**config.mk**
```make
export PLATFORM = sky130hd
export DESIGN_NAME = rx_frame_receiver
export DESIGN_NICKNAME = d
export VERILOG_FILES = /design/src/rtl/rx_frame_receiver.sv
export SDC_FILE = /design/constraint.sdc
export NUM_CORES = 1
export LEC_CHECK = 0
export CAP_MARGIN = 20
export CORE_MARGIN = 2
export CORE_UTILIZATION = 30
export CTS_CLUSTER_SIZE = 8
export DETAILED_ROUTE_END_ITERATION = 8
export PLACE_DENSITY = 0.56
export SETUP_SLACK_MARGIN = 0.5
export SYNTH_ARGS = -nofsm -noshare
export SYNTH_HDL_FRONTEND = slang
export SYNTH_SLANG_ARGS = --single-unit
```
**constraint.sdc**
```tcl
create_clock -name clk -period 1.8 [get_ports clk]
set_clock_uncertainty 0.05 [all_clocks]
set_input_delay 0.36 -clock clk [delete_from_list [all_inputs] [get_ports clk]]
set_output_delay 0.36 -clock clk [all_outputs]
set_load 0.05 [all_outputs]
```
**src/rtl/rx_frame_receiver.sv**
```systemverilog
// -----------------------------------------------------------------------------
// rx_frame_receiver
//   Oversampling serial frame receiver for the NRZ stream coming out of the
//   Manchester decoder. It locks on an idle-high preamble, then receives
//   frames made of a start bit, N data bits, an optional parity bit and one or
//   two stop bits. Received words are offered on a valid/ready handshake.
//
// Ports
//   clk        in   1  single clock, posedge
//   rst_n      in   1  asynchronous active-low reset
//   din        in   1  serial NRZ input, idle high
//   rx_ready   in   1  consumer accepts data_out when high with rx_valid
//   data_out   out  N  received word, stable while rx_valid is high
//   rx_valid   out  1  word available, held until accepted
//   parity_err out  1  parity mismatch for data_out, qualified by rx_valid
//   frame_err  out  1  one-cycle pulse: a stop bit was sampled low
//   overrun    out  1  one-cycle pulse: word completed while rx_valid was high
//   locked     out  1  preamble seen, receiver armed
//   busy       out  1  receiving a frame (START/DATA/PARITY/STOP)
// -----------------------------------------------------------------------------
module rx_frame_receiver #(
    parameter int N             = 8,
    parameter int CLKS_PER_BIT  = 20,
    parameter int PREAMBLE_CLKS = 10,
    parameter int PARITY_EN     = 0,
    parameter int PARITY_ODD    = 0,
    parameter int STOP_BITS     = 1,
    parameter int LSB_FIRST     = 1
) (
    input  logic         clk,
    input  logic         rst_n,
    input  logic         din,
    input  logic         rx_ready,
    output logic [N-1:0] data_out,
    output logic         rx_valid,
    output logic         parity_err,
    output logic         frame_err,
    output logic         overrun,
    output logic         locked,
    output logic         busy
);

    localparam int BW = $clog2(CLKS_PER_BIT);
    localparam int IW = (N > 1) ? $clog2(N + 1) : 1;
    localparam int PW = (PREAMBLE_CLKS > 1) ? $clog2(PREAMBLE_CLKS + 1) : 1;

    localparam logic [BW-1:0] HALF_M1   = BW'(CLKS_PER_BIT / 2 - 1);
    localparam logic [BW-1:0] BIT_LAST  = BW'(CLKS_PER_BIT - 1);
    localparam logic [IW-1:0] IDX_LAST  = IW'(N - 1);
    localparam logic [PW-1:0] PRE_LAST  = PW'(PREAMBLE_CLKS - 1);
    localparam logic          STOP_LAST = 1'(STOP_BITS - 1);

    typedef enum logic [2:0] {
        S_HUNT   = 3'd0,
        S_ARMED  = 3'd1,
        S_START  = 3'd2,
        S_DATA   = 3'd3,
        S_PARITY = 3'd4,
        S_STOP   = 3'd5
    } state_t;

    state_t          state_q;
    logic            sync1_q;
    logic            ds_q;
    logic            ds_prev_q;
    logic [BW-1:0]   bit_cnt_q;
    logic [IW-1:0]   idx_q;
    logic [PW-1:0]   pre_cnt_q;
    logic            stop_cnt_q;
    logic [N-1:0]    shreg_q;
    logic            par_bad_q;
    logic [N-1:0]    data_q;
    logic            rx_valid_q;
    logic            parity_err_q;
    logic            frame_err_q;
    logic            overrun_q;
    logic            locked_q;
    logic            busy_q;

    // Insert one received bit into the shift register in the configured order.
    function automatic logic [N-1:0] shift_in(input logic [N-1:0] cur, input logic b);
        logic [N-1:0] r;
        if (LSB_FIRST != 0) begin
            r        = cur >> 1;
            r[N-1]   = b;
        end else begin
            r        = cur << 1;
            r[0]     = b;
        end
        return r;
    endfunction

    // High when data plus received parity bit disagree with the chosen parity sense.
    function automatic logic parity_bad(input logic [N-1:0] d, input logic p);
        return (^d) ^ p ^ 1'(PARITY_ODD);
    endfunction

    // Two-flop synchroniser for din plus a delayed copy for falling-edge detection.
    always_ff @(posedge clk or negedge rst_n) begin
        if (!rst_n) begin
            sync1_q   <= 1'b1;
            ds_q      <= 1'b1;
            ds_prev_q <= 1'b1;
        end else begin
            sync1_q   <= din;
            ds_q      <= sync1_q;
            ds_prev_q <= ds_q;
        end
    end

    // Receive FSM with counters, shift register and registered outputs.
    always_ff @(posedge clk or negedge rst_n) begin
        if (!rst_n) begin
            state_q      <= S_HUNT;
            bit_cnt_q    <= '0;
            idx_q        <= '0;
            pre_cnt_q    <= '0;
            stop_cnt_q   <= 1'b0;
            shreg_q      <= '0;
            par_bad_q    <= 1'b0;
            data_q       <= '0;
            rx_valid_q   <= 1'b0;
            parity_err_q <= 1'b0;
            frame_err_q  <= 1'b0;
            overrun_q    <= 1'b0;
            locked_q     <= 1'b0;
            busy_q       <= 1'b0;
        end else begin
            frame_err_q <= 1'b0;
            overrun_q   <= 1'b0;
            // Consumer handshake; a word completing on this edge overrides below.
            if (rx_valid_q && rx_ready) begin
                rx_valid_q <= 1'b0;
            end

            case (state_q)
                S_HUNT: begin
                    if (ds_q) begin
                        if (pre_cnt_q == PRE_LAST) begin
                            pre_cnt_q <= '0;
                            state_q   <= S_ARMED;
                            locked_q  <= 1'b1;
                        end else begin
                            pre_cnt_q <= pre_cnt_q + 1'b1;
                        end
                    end else begin
                        pre_cnt_q <= '0;
                    end
                end

                S_ARMED: begin
                    if (ds_prev_q && !ds_q) begin
                        state_q   <= S_START;
                        bit_cnt_q <= '0;
                        busy_q    <= 1'b1;
                    end
                end

                // Half-bit wait puts this and every later sample mid-bit.
                S_START: begin
                    if (bit_cnt_q == HALF_M1) begin
                        bit_cnt_q <= '0;
                        if (ds_q) begin
                            state_q <= S_ARMED;
                            busy_q  <= 1'b0;
                        end else begin
                            state_q   <= S_DATA;
                            idx_q     <= '0;
                            par_bad_q <= 1'b0;
                        end
                    end else begin
                        bit_cnt_q <= bit_cnt_q + 1'b1;
                    end
                end

                S_DATA: begin
                    if (bit_cnt_q == BIT_LAST) begin
                        bit_cnt_q <= '0;
                        shreg_q   <= shift_in(shreg_q, ds_q);
                        if (idx_q == IDX_LAST) begin
                            idx_q      <= '0;
                            stop_cnt_q <= 1'b0;
                            state_q    <= (PARITY_EN != 0) ? S_PARITY : S_STOP;
                        end else begin
                            idx_q <= idx_q + 1'b1;
                        end
                    end else begin
                        bit_cnt_q <= bit_cnt_q + 1'b1;
                    end
                end

                S_PARITY: begin
                    if (bit_cnt_q == BIT_LAST) begin
                        bit_cnt_q <= '0;
                        par_bad_q <= parity_bad(shreg_q, ds_q);
                        state_q   <= S_STOP;
                    end else begin
                        bit_cnt_q <= bit_cnt_q + 1'b1;
                    end
                end

                S_STOP: begin
                    if (bit_cnt_q == BIT_LAST) begin
                        bit_cnt_q <= '0;
                        if (!ds_q) begin
                            // Broken framing: drop the word and relock from scratch.
                            frame_err_q <= 1'b1;
                            locked_q    <= 1'b0;
                            busy_q      <= 1'b0;
                            pre_cnt_q   <= '0;
                            state_q     <= S_HUNT;
                        end else if (stop_cnt_q == STOP_LAST) begin
                            state_q <= S_ARMED;
                            busy_q  <= 1'b0;
                            // Uses the pre-edge rx_valid so accept-and-reload works.
                            if (!rx_valid_q || rx_ready) begin
                                data_q       <= shreg_q;
                                parity_err_q <= par_bad_q;
                                rx_valid_q   <= 1'b1;
                            end else begin
                                overrun_q <= 1'b1;
                            end
                        end else begin
                            stop_cnt_q <= stop_cnt_q + 1'b1;
                        end
                    end else begin
                        bit_cnt_q <= bit_cnt_q + 1'b1;
                    end
                end

                default: begin
                    state_q  <= S_HUNT;
                    locked_q <= 1'b0;
                    busy_q   <= 1'b0;
                end
            endcase
        end
    end

    assign data_out   = data_q;
    assign rx_valid   = rx_valid_q;
    assign parity_err = parity_err_q;
    assign frame_err  = frame_err_q;
    assign overrun    = overrun_q;
    assign locked     = locked_q;
    assign busy       = busy_q;

endmodule

```
---- Word level (Yosys, flattened, before mapping) ----
Index checks and enable logic that the tools add are counted.
operators by class
  add/subtract/negate cells ............... 4
  multipliers ............................. 0
  div/mod/pow operators ................... 0
  order comparisons ....................... 0
  equal/unequal tests ..................... 22
  shift operators ......................... 0
  mux-type cells .......................... 60
  bitwise operators ....................... 4
  reduce and logical (&&, ||, !) cells .... 25
operator list
  kind                   number
  $mux W1                31
  $mux W3                10
  $mux W4                7
  $ne A2 B2 Y1 const B   12
  $pmux W3 S6            1
  $pmux W4 S2            2
  $mux W5                3
  $pmux W5 S3            1
  $reduce_and A5 Y1      3
  $reduce_and A9 Y1      1
  $add A4 B1 Y4 const B  2
  $reduce_and A4 Y1      2
  $reduce_bool A2 Y1     4
  $reduce_xor A8 Y1      1
  $eq A3 B2 Y1 const B   2
  $eq A3 B3 Y1 const B   2
  $reduce_and A6 Y1      1
  $reduce_or A3 Y1       2
  $add A5 B1 Y5 const B  1
  $eq A5 B4 Y1 const B   1
  $eq A5 B5 Y1 const B   1
  $eq A4 B3 Y1 const B   1
  $eq A4 B4 Y1 const B   1
  $pmux W1 S2            2
  other kinds (16)       21
word-level totals
  register bits after elaboration ......... 43
  bits in latches ......................... 0
  bits in writable memories ............... 0
  ROM bits ................................ 0
  input port bits ......................... 4
  output and inout port bits .............. 14
  word-level logic and storage cells ...... 132
  memories kept ........................... 0

---- Longest topological paths before layout ----
  word-level depth ........................ 7
  gate-level depth with buffers ........... 7
  depth with buffers taken out ............ 6

---- Least setup slack after synthesis ----
Ideal clock, no wire load.
  path type ............................... register to register
  from .................................... register bit_cnt_q[0]
  to ...................................... register data_q[0] (netlist: data_out[0])
  arrival ................................. 1.605 ns
  data required time ...................... 1.625 ns
  slack ................................... 0.020 ns
  cell stages (with the launch flop) ...... 8
  clock period less this slack ............ 1.780 ns
  cell sequence ........................... dfrtp_1 -> ha_1 -> and4bb_1 -> buf_6 -> nand4_4 -> nor2b_2 -> buf_6 -> mux2_4
between the ends
  cells in the longest elaborated chain, start to end .. 2
ends and longest elaborated chain
  item                         line  RTL
  start, declared              66    logic [BW-1:0] bit_cnt_q;
  start signal, assigned       172   bit_cnt_q <= bit_cnt_q + 1'b1;
  start signal, assigned       188   bit_cnt_q <= bit_cnt_q + 1'b1;
  start signal, assigned       198   bit_cnt_q <= bit_cnt_q + 1'b1;
  $eq A5 B5 Y1                 203   if (bit_cnt_q == BIT_LAST) begin
  $reduce_and A5 Y1 (no line)  n/a
  end signal, assigned         217   data_q <= shreg_q;
  end, declared                72    logic [N-1:0] data_q;
Every way passes these cells.
A chain may end at the register's enable or synchronous reset.

---- Worst setup path in the final report ----
  from .................................... register bit_cnt_q[1]
  to ...................................... register pre_cnt_q[0]
between the ends
  cells in the longest elaborated chain, start to end .. 3
ends and longest elaborated chain
  item                         line  RTL
  $eq A5 B5 Y1                 203
  $ne A2 B2 Y1 (no line)       n/a
  $reduce_and A3 Y1 (no line)  n/a
  end signal, assigned         144   pre_cnt_q <= pre_cnt_q + 1'b1;
  end, declared                68    logic [PW-1:0] pre_cnt_q;
Every way passes these cells.

==> results.sh <==
export IMPL_status="complete, no violations"
export IMPL_path_clk_slew_ns=0.08
export IMPL_tightest_slew_ns=0.475
export IMPL_start_util_pct=30.8
export IMPL_netlist_area_um2=2210
export IMPL_crit_chain="ha_2 -> and4bb_2 -> buf_6 -> a31oi_4 -> nor2_4 -> mux2_4"
export IMPL_clock_sinks=42
export IMPL_ys_types=47
export IMPL_synth_avg_cell_area_um2=11.1
export IMPL_layout_area_overhead_vs_synth_pct=40.9
export IMPL_cp_slowest_cell="dfrtp_1"
export IMPL_finalNonFillerCells=354
export IMPL_hold_viol_final=0
export IMPL_detailed_place_area_um2=2590
export IMPL_die_area_um2=8060
export IMPL_grtUsageTotal_pct=12.0
export IMPL_finalSetupViolations=0
export IMPL_std_cell_rows=31
export IMPL_vias=1676
export IMPL_regToRegSetupSlack_ns=0.08
export IMPL_arrival_ns=1.86
export IMPL_timing_hold_ws_ns=0.311
export IMPL_totalWireLength_um=4720
export IMPL_min_path_type="flip-flop to flip-flop"
export IMPL_fin_crit_sh_pct=95.7
export IMPL_whs_path_depth=0
export IMPL_die_w_um=89.8
export IMPL_rsz0062_at_grt="yes"
export IMPL_dr_pass1_iters=4
export IMPL_worst_path_largest_cell_delay_ns=0.41
export IMPL_synth_seq_cells=42
export IMPL_grt_first_pass_wirelength_um=7910
export IMPL_timing_final_ws_setup_ns=0.0770
export IMPL_dr_first_iter_drc_count=54
export IMPL_nFillCells=687
export IMPL_cp_end_kind="flip-flop"
export IMPL_cp_start_kind="flip-flop"
export IMPL_synth_largest_area_cell="dfrtp_1"
export IMPL_wl_per_cell_um=13.3
export IMPL_path_depth=6
export IMPL_io_pins=18
export IMPL_antenna_cells=0
export IMPL_clk_path_buf_depth=2
export IMPL_cts_tree="done"
export IMPL_synth_top_area_share_pct=44.2
export IMPL_via_per_inst=4.73
export IMPL_startpoint="bit_cnt_q[1]"
export IMPL_core_area_um2=7180
export IMPL_dp_cells=325
export IMPL_cts_root_buffer="clkbuf_8"
export IMPL_crit_required_ns=1.94
export IMPL_min_from="sync1_q"
export IMPL_clk_latency_ns=0.30
export IMPL_crit_type="flip-flop to flip-flop"
export IMPL_synth_cells=199
export IMPL_ys_warn_count=0
export IMPL_ys_seq_area_share_pct=47.8
export IMPL_ys_async_sr_fraction_pct=100
export IMPL_netlist_top_cells_area="dfrtp_1 44%, mux2_4 6.1%, mux2_2 4.6%"
export IMPL_reg2reg_depth=6
export IMPL_dp_hpwl_um=3070
export IMPL_place_ws_ns=0.0256
export IMPL_relSlewSlack_pct=68.4
export IMPL_syn_nets=208
export IMPL_grt_overflow_total=0
export IMPL_cap_viol_max_count=0
export IMPL_synth_enable_flop_cells=0
export IMPL_ctsHtreeMaxLevel=2
export IMPL_nets=263
export IMPL_min_period_ns=1.72
export IMPL_peakVddDrop_v=0.000632
export IMPL_grt_pass1_vias=1584
export IMPL_fmax_mhz=580
export IMPL_drive_above_1_share_pct=45.1
export IMPL_drc=0
export IMPL_critPathBufInv=1
export IMPL_synthFlopType="dfrtp_1"
export IMPL_critPathTopFamily="flip-flops"
export IMPL_leakage_nw=1.40
export IMPL_stdcell_area_um2=3110
export IMPL_antenna_found_initial=0
export IMPL_drv_slew=0
export IMPL_port_buffers=17
export IMPL_grt_max_degree=26
export IMPL_gp_congestion=0.795
export IMPL_ant_nets=0
export IMPL_tns_ns=0
export IMPL_cts_buffers=5
export IMPL_cp_max_fo=4
export IMPL_p_per_area_nw_per_um2=965
export IMPL_die_h_um=89.8
export IMPL_r2r_start="bit_cnt_q[1]"
cells in the mapped netlist, types with 5 or more instances:
cell type,count
a21oi_1,7
a22o_1,7
dfrtp_1,39
ha_1,5
inv_1,6
mux2_2,9
mux2_4,9
nand2_1,19
nand3_1,6
nor2_1,13
o21ai_0,9
through the flow:
stage / power, mW / utilization [%]
after floorplan: 1.66 / -
after global placement: 1.93 / 36.1
after detailed placement: 1.94 / 36.1
after CTS: 2.88 / 41.0
after global routing: 3.19 / 43.4
final: 3.00 / 43.4
layout make-up:
cell class	instances	area, um^2	area share [%]
Clock inverter	3	21.3	0.684
Clock buffer	5	68.8	2.21
Timing Repair Buffer	56	556	17.9
Inverter	6	25.0	0.804
Multi-Input combinational cell	143	1260	40.6
Tap cell	99	124	3.98
Sequential cell	42	1050	33.9
flip-flops by register name, indices dropped and copies added (netlist names):
| signal | flops |
|---|---|
| frame_err | 1 |
| par_bad_q | 1 |
| overrun | 1 |
| ds_prev_q | 1 |
| data_out | 8 |
| pre_cnt_q | 4 |
| busy | 1 |
| ds_q | 1 |
| locked | 1 |
| rx_valid | 1 |
| bit_cnt_q | 5 |
| sync1_q | 1 |
| shreg_q | 8 |
| idx_q | 4 |
| parity_err | 1 |
| state_q | 3 |
power by group:
part	internal [mW]	switching (mW)
Clock	0.273	0.347
Sequential	1.05	0.127
Combinational	0.644	0.557
Total	1.97	1.03
placed cells by master (no fill, tap or decap), types with 5 or more instances in the layout:
master     n
dfrtp_1   39
buf_6     28
buf_4     22
nand2_1   17
nor2_1    11
mux2_4    11
mux2_2     7
a22o_1     7
inv_1      5
o21ai_2    5
clkbuf_8   5
kinds of logic (layout without fill, tap and decap cells):
kind of cell / Yosys count / count (layout) / synth area share (%)
flops: 42 / 42 / 47.8
xor+xnor: 7 / 7 / 3.40
compound gates: 42 / 42 / 13.9
mux: 18 / 18 / 10.7
fa+ha+maj: 5 / 5 / 2.83
simple gates: 71 / 71 / 18.1
buf+inv: 14 / 70 / 3.29
worst reg2reg max path, cell delays in order (launching register included):
cell and delay [ns]:
dfrtp_1 0.41, ha_2 0.19, and4bb_2 0.26, buf_6 0.14, a31oi_4 0.21, nor2_4 0.07, mux2_4 0.30
metal layers:
layer	share of wire (%)	up-vias	GRT usage [%]
met5	0	-	0
met4	0.45	0	3.46
met3	3.8	3	3.10
met1	48	822	16.3
li1	-	816	-
met2	48	35	18.9
what timing repair did:
| item | in CTS | in global routing |
|---|---|---|
| endpoints found under the hold margin | 17 | 0 |
| hold buffers | 1 | 0 |
| endpoints found under the setup margin | 48 | 51 |
| resized for setup | 47 | 19 |
| pin swaps | 14 | 18 |
| setup buffers | 8 | 12 |
worst paths after layout:
| check | endpoint |
|---|---|
| max | pre_cnt_q[0] |
| max in group asynchronous | ds_prev_q |
| min reg2reg | ds_q |
| min in group asynchronous | shreg_q[0] |
| min | ds_q |
| max reg2reg | pre_cnt_q[0] |
Note: power is estimated with default switching activity, not from simulation.
